==> src/rtl/demux_wb.sv <==
// Write-back demultiplexer: a 2-entry {select, data} FIFO that commits one word
// per unstalled cycle into one of eight destination registers, with a one-hot strobe.
module demux_wb #(
  parameter int bus_width    = 16,
  parameter int select_width = 3
) (
  input  logic                    clk,
  input  logic                    rst,
  input  logic [bus_width-1:0]    data_in,
  input  logic [select_width-1:0] select,
  input  logic                    wr_valid,
  output logic                    wr_ready,
  input  logic                    hold,
  output logic [bus_width-1:0]    data_out_0,
  output logic [bus_width-1:0]    data_out_1,
  output logic [bus_width-1:0]    data_out_2,
  output logic [bus_width-1:0]    data_out_3,
  output logic [bus_width-1:0]    data_out_4,
  output logic [bus_width-1:0]    data_out_5,
  output logic [bus_width-1:0]    data_out_6,
  output logic [bus_width-1:0]    data_out_7,
  output logic [7:0]              wr_strobe,
  output logic [1:0]              fifo_count
);

  localparam int num_dest = 2 ** select_width;

  logic [select_width-1:0] r_fifo_sel  [2];
  logic [bus_width-1:0]    r_fifo_data [2];
  logic                    r_wr_ptr;
  logic                    r_rd_ptr;
  logic [1:0]              r_count;
  logic [bus_width-1:0]    r_data_out  [num_dest];
  logic [7:0]              r_wr_strobe;

  logic                    w_push;
  logic                    w_pop;
  logic [select_width-1:0] w_head_sel;
  logic [bus_width-1:0]    w_head_data;

  // Handshake: a word transfers on a rising edge where wr_valid and wr_ready are
  // both high; wr_ready depends only on occupancy, never on wr_valid, hold or a pop.
  assign wr_ready    = (r_count < 2'd2);
  assign w_push      = wr_valid & wr_ready;
  assign w_pop       = (r_count != 2'd0) & ~hold;
  assign w_head_sel  = r_fifo_sel[r_rd_ptr];
  assign w_head_data = r_fifo_data[r_rd_ptr];

  // The FIFO storage itself is not reset; occupancy and pointers define validity.
  always_ff @(posedge clk) begin
    if (w_push && !rst) begin
      r_fifo_sel[r_wr_ptr]  <= select;
      r_fifo_data[r_wr_ptr] <= data_in;
    end
  end

  always_ff @(posedge clk) begin
    if (rst) begin
      r_wr_ptr <= 1'b0;
      r_rd_ptr <= 1'b0;
      r_count  <= 2'd0;
    end else begin
      if (w_push) r_wr_ptr <= ~r_wr_ptr;
      if (w_pop)  r_rd_ptr <= ~r_rd_ptr;
      case ({w_push, w_pop})
        2'b10:   r_count <= r_count + 2'd1;
        2'b01:   r_count <= r_count - 2'd1;
        default: r_count <= r_count;
      endcase
    end
  end

  always_ff @(posedge clk) begin
    if (rst) begin
      for (int i = 0; i < num_dest; i++) r_data_out[i] <= '0;
      r_wr_strobe <= 8'd0;
    end else if (w_pop) begin
      r_data_out[w_head_sel] <= w_head_data;
      r_wr_strobe            <= 8'd1 << w_head_sel;
    end else begin
      r_wr_strobe <= 8'd0;
    end
  end

  assign data_out_0 = r_data_out[0];
  assign data_out_1 = r_data_out[1];
  assign data_out_2 = r_data_out[2];
  assign data_out_3 = r_data_out[3];
  assign data_out_4 = r_data_out[4];
  assign data_out_5 = r_data_out[5];
  assign data_out_6 = r_data_out[6];
  assign data_out_7 = r_data_out[7];
  assign wr_strobe  = r_wr_strobe;
  assign fifo_count = r_count;

endmodule
==> config.mk <==
export PLATFORM = sky130hd
export DESIGN_NAME = demux_wb
export DESIGN_NICKNAME = d
export VERILOG_FILES = /design/src/rtl/demux_wb.sv
export SDC_FILE = /design/constraint.sdc
export NUM_CORES = 1
export LEC_CHECK = 0
export ABC_AREA = 1
export BUFFER_PORTS_ARGS = -buffer_cell sky130_fd_sc_hd__clkbuf_2
export CORE_ASPECT_RATIO = 0.75
export CORE_MARGIN = 8
export CORE_UTILIZATION = 53
export DETAILED_ROUTE_END_ITERATION = 8
export PLACE_DENSITY = 0.79
export SLEW_MARGIN = 20
export SYNTH_ARGS = -nofsm -noshare
export SYNTH_HDL_FRONTEND = slang
export SYNTH_SLANG_ARGS = --single-unit
==> constraint.sdc <==
create_clock -name clk -period 2.75 [get_ports clk]
set_input_delay 0.275 -clock clk [delete_from_list [all_inputs] [get_ports clk]]
set_output_delay 0.275 -clock clk [all_outputs]
set_load 0.01 [all_outputs]
==> metrics.txt <==
outcome finished, final reports clean; Worst setup SP type flop; DP Area just under 0.008 mm²; global-route wire length before repair about 23000 µm; Final ANT Viol Nets 0; combinational fraction of design power 14.1%; share of the synthesized area in the top cell type 73.2%; post-CTS sizing 0; gr usage total 18.2%; Buffers on Ports 161; Core ar. 0.0127 mm²; Largest stage delay, worst path 0.56 ns; skew final 0.00790 ns; count leader, synth edfxtp_1; die area 0.0168 mm²; Clock Tree Buf Depth 2; Worst Path Required approximately 2.8 ns; setup TNS 0 ns; Layout area overhead 22.2%; LEAKAGE 3.55 nW; clock-pin slew on the worst setup and hold paths 0.06 ns; Post-Route M1 WL 5710 µm; worst-margin pin slew 0.676 ns; dpl cells ~750; Tcrit/Tclk final 75.1%; pin count of the biggest net entering global routing 20; Max Used Layer met4; WHS Endpoint r_fifo_data[1][0]; pwr/cell area 781 mW/mm²; Die X 147 µm; Synth Net Count 439; Core Rows 36; First-pass DRT Iterations 7; I/O Pins 162; final net count 617; DIE HEIGHT 114 µm; initial antenna violation count 0; htree depth 4; GRT overflow 0; upper clock frequency limit 0.484 GHz; final wirelength ~15000 µm; Worst R2R Path Depth 6; Final Util between 60% and 70%; layout cells sized above 1 between 40% and 50%; Most used DFF post-synth edfxtp_1; area of the multi-input gates 0.00133 mm²; synth top area cells edfxtp_1, nor2_2, nor2_1; post-synthesis sequential area ratio 77.0%; routed wl met2 7150 µm; Layout fillers 914; worst skew pair latency 0.43 ns; crit path max fanout 18; fraction of registers with async set or reset after synthesis 0%; worst-path cell chain nand2_1 > nand2_4 > inv_2 > nor2_4 > nand2_4 > nand2_1; hold_buf cts 0; Mapped Area about 0.0068 mm²; post-layout minimum cycle time 2.07 ns; post-synth cell types 27; hold_sp data_in[0]; Slew Limit Fails 0; flop-to-flop setup slack roughly 0.68 ns; Sw Share 26.3%; delay-heaviest family, CP simple AND/OR/NAND/NOR gates; CTS Root Cell clkbuf_16; hold crit path type in2reg; Max-slew headroom 54.8%; ANT cells 0; Final HPWL DP 10800 µm; Met3 Routed Length 1670 µm; total setup buffers inserted after CTS 0; Fin. Hold Viols 0; Syn. warnings 0; average cell area after synthesis 16.4 µm²; crit path capture type flop; setup violators final 0; Num CTS Buffers 17; average via count per standard cell around 5.0; Post-synth top cells edfxtp_1, nor2_1, nor2_2; Sink Count 179; P_int 4.79 mW; Buffers & Inverters on Critical Path 1; reg-to-reg critical path endpoint r_data_out[3][10]; WL/cell 18.9 µm; crit path kind reg2reg; P_sw 1.71 mW; FF/Latch Area 0.00525 mm²; Finished Cell Area ~0.0083 mm²; initial core utilization between 50% and 60%; vias in the first global route ~4100; DR vias 3853; critical path arrival 2.12 ns; worst vdd ir 0.549 mV; RSZ-0062 raised after global routing false; sequential power share 50.1%; Residual DRC 0; RePlAce Congestion 0.786; Post-synth EDFFs 166; final cell count without fillers between 700 and 800; worst hold path depth 1; number of max-cap violations 0; clock share of power 35.8%; flops & latches, synth 179; Yosys top cell by area edfxtp_1; CTS tree yes; Post-Syn Instances 415; 1st-iter DRT viols 302; Slowest cell on crit path nand2_1
routing by layer:
layer | vias up | track usage (%)
met5 | - | 0
met4 | 0 | 6.43
met3 | 19 | 7.31
met2 | 206 | 29.0
met1 | 1837 | 22.1
li1 | 1791 | -
sequential cells by signal, indices dropped and copies added (netlist names), named ones only:
name and cells:
r_fifo_sel 6, r_wr_ptr 1, r_data_out 128, r_fifo_data 32
wr_strobe 8, r_rd_ptr 1, fifo_count 2
power groups by stage:
| stage | clock network, mW | logic [mW] | registers (mW) |
|---|---|---|---|
| after global placement | 0 | 0.906 | 3.31 |
| after floorplan | 0 | 0.582 | 3.35 |
| after global routing | 2.48 | 0.991 | 3.27 |
| after detailed placement | 0 | 0.928 | 3.32 |
| after CTS | 2.36 | 0.932 | 3.26 |
| final | 2.33 | 0.919 | 3.26 |
worst max path at each step:
stage                       start                end  slack (ns)  cells past startpoint
finish                       flop  r_data_out[3][10]        0.68                      6
global route                 flop  r_data_out[3][10]        0.52                      6
CTS                          flop   r_data_out[3][9]        0.66                      6
detailed placement           flop  r_data_out[3][12]        0.66                      6
global placement             flop  r_data_out[3][10]        0.76                      6
floorplan           fifo_count[1]  r_fifo_data[1][0]        0.44                      3
through the flow:
step                      setup WS, ns  hold slack [ns]  total power [mW]
after floorplan                  0.442            0.344              3.93
after global placement           0.760            0.452              4.22
after detailed placement         0.659            0.459              4.24
after CTS                        0.658           0.0150              6.55
after global routing             0.523          0.00739              6.74
final                            0.684           0.0344              6.50
worst reg2reg max path, stage by stage, from the launching register on:
cell and delay (ns):
dfxtp_2 0.48, nand2_1 0.14, nand2_4 0.13, inv_2 0.07
nor2_4 0.14, nand2_4 0.17, nand2_1 0.56
final cells by class:
class | instances | share of cell area (%)
inverter | 22 | 0.992
timing repair buffer | 171 | 10.6
clock buffer | 18 | 5.16
sequential | 179 | 63.0
clock inverter | 14 | 1.64
multi-input combinational | 202 | 16.0
tap | 171 | 2.57
layout by cell type (no fill, tap or decap), drive strengths merged, types with 3 or more instances in the layout:
cell type	netlist	layout
clkinvlp	0	3
nand2	36	36
nor2	139	139
clkbuf	1	179
edfxtp	166	166
inv	22	25
buf	11	10
o21ai	3	3
clkinv	0	6
mux2i	16	16
dfxtp	13	13
cells by family after synthesis:
family                     synth area share (%)
and+or+nand+nor                            14.5
DFF                                        77.0
buffers and inverters                      3.45
muxes                                      4.19
AOI/OAI and AO/OA                         0.625
adders and majority gates                 0.184
(Power assumes the default switching activity.)
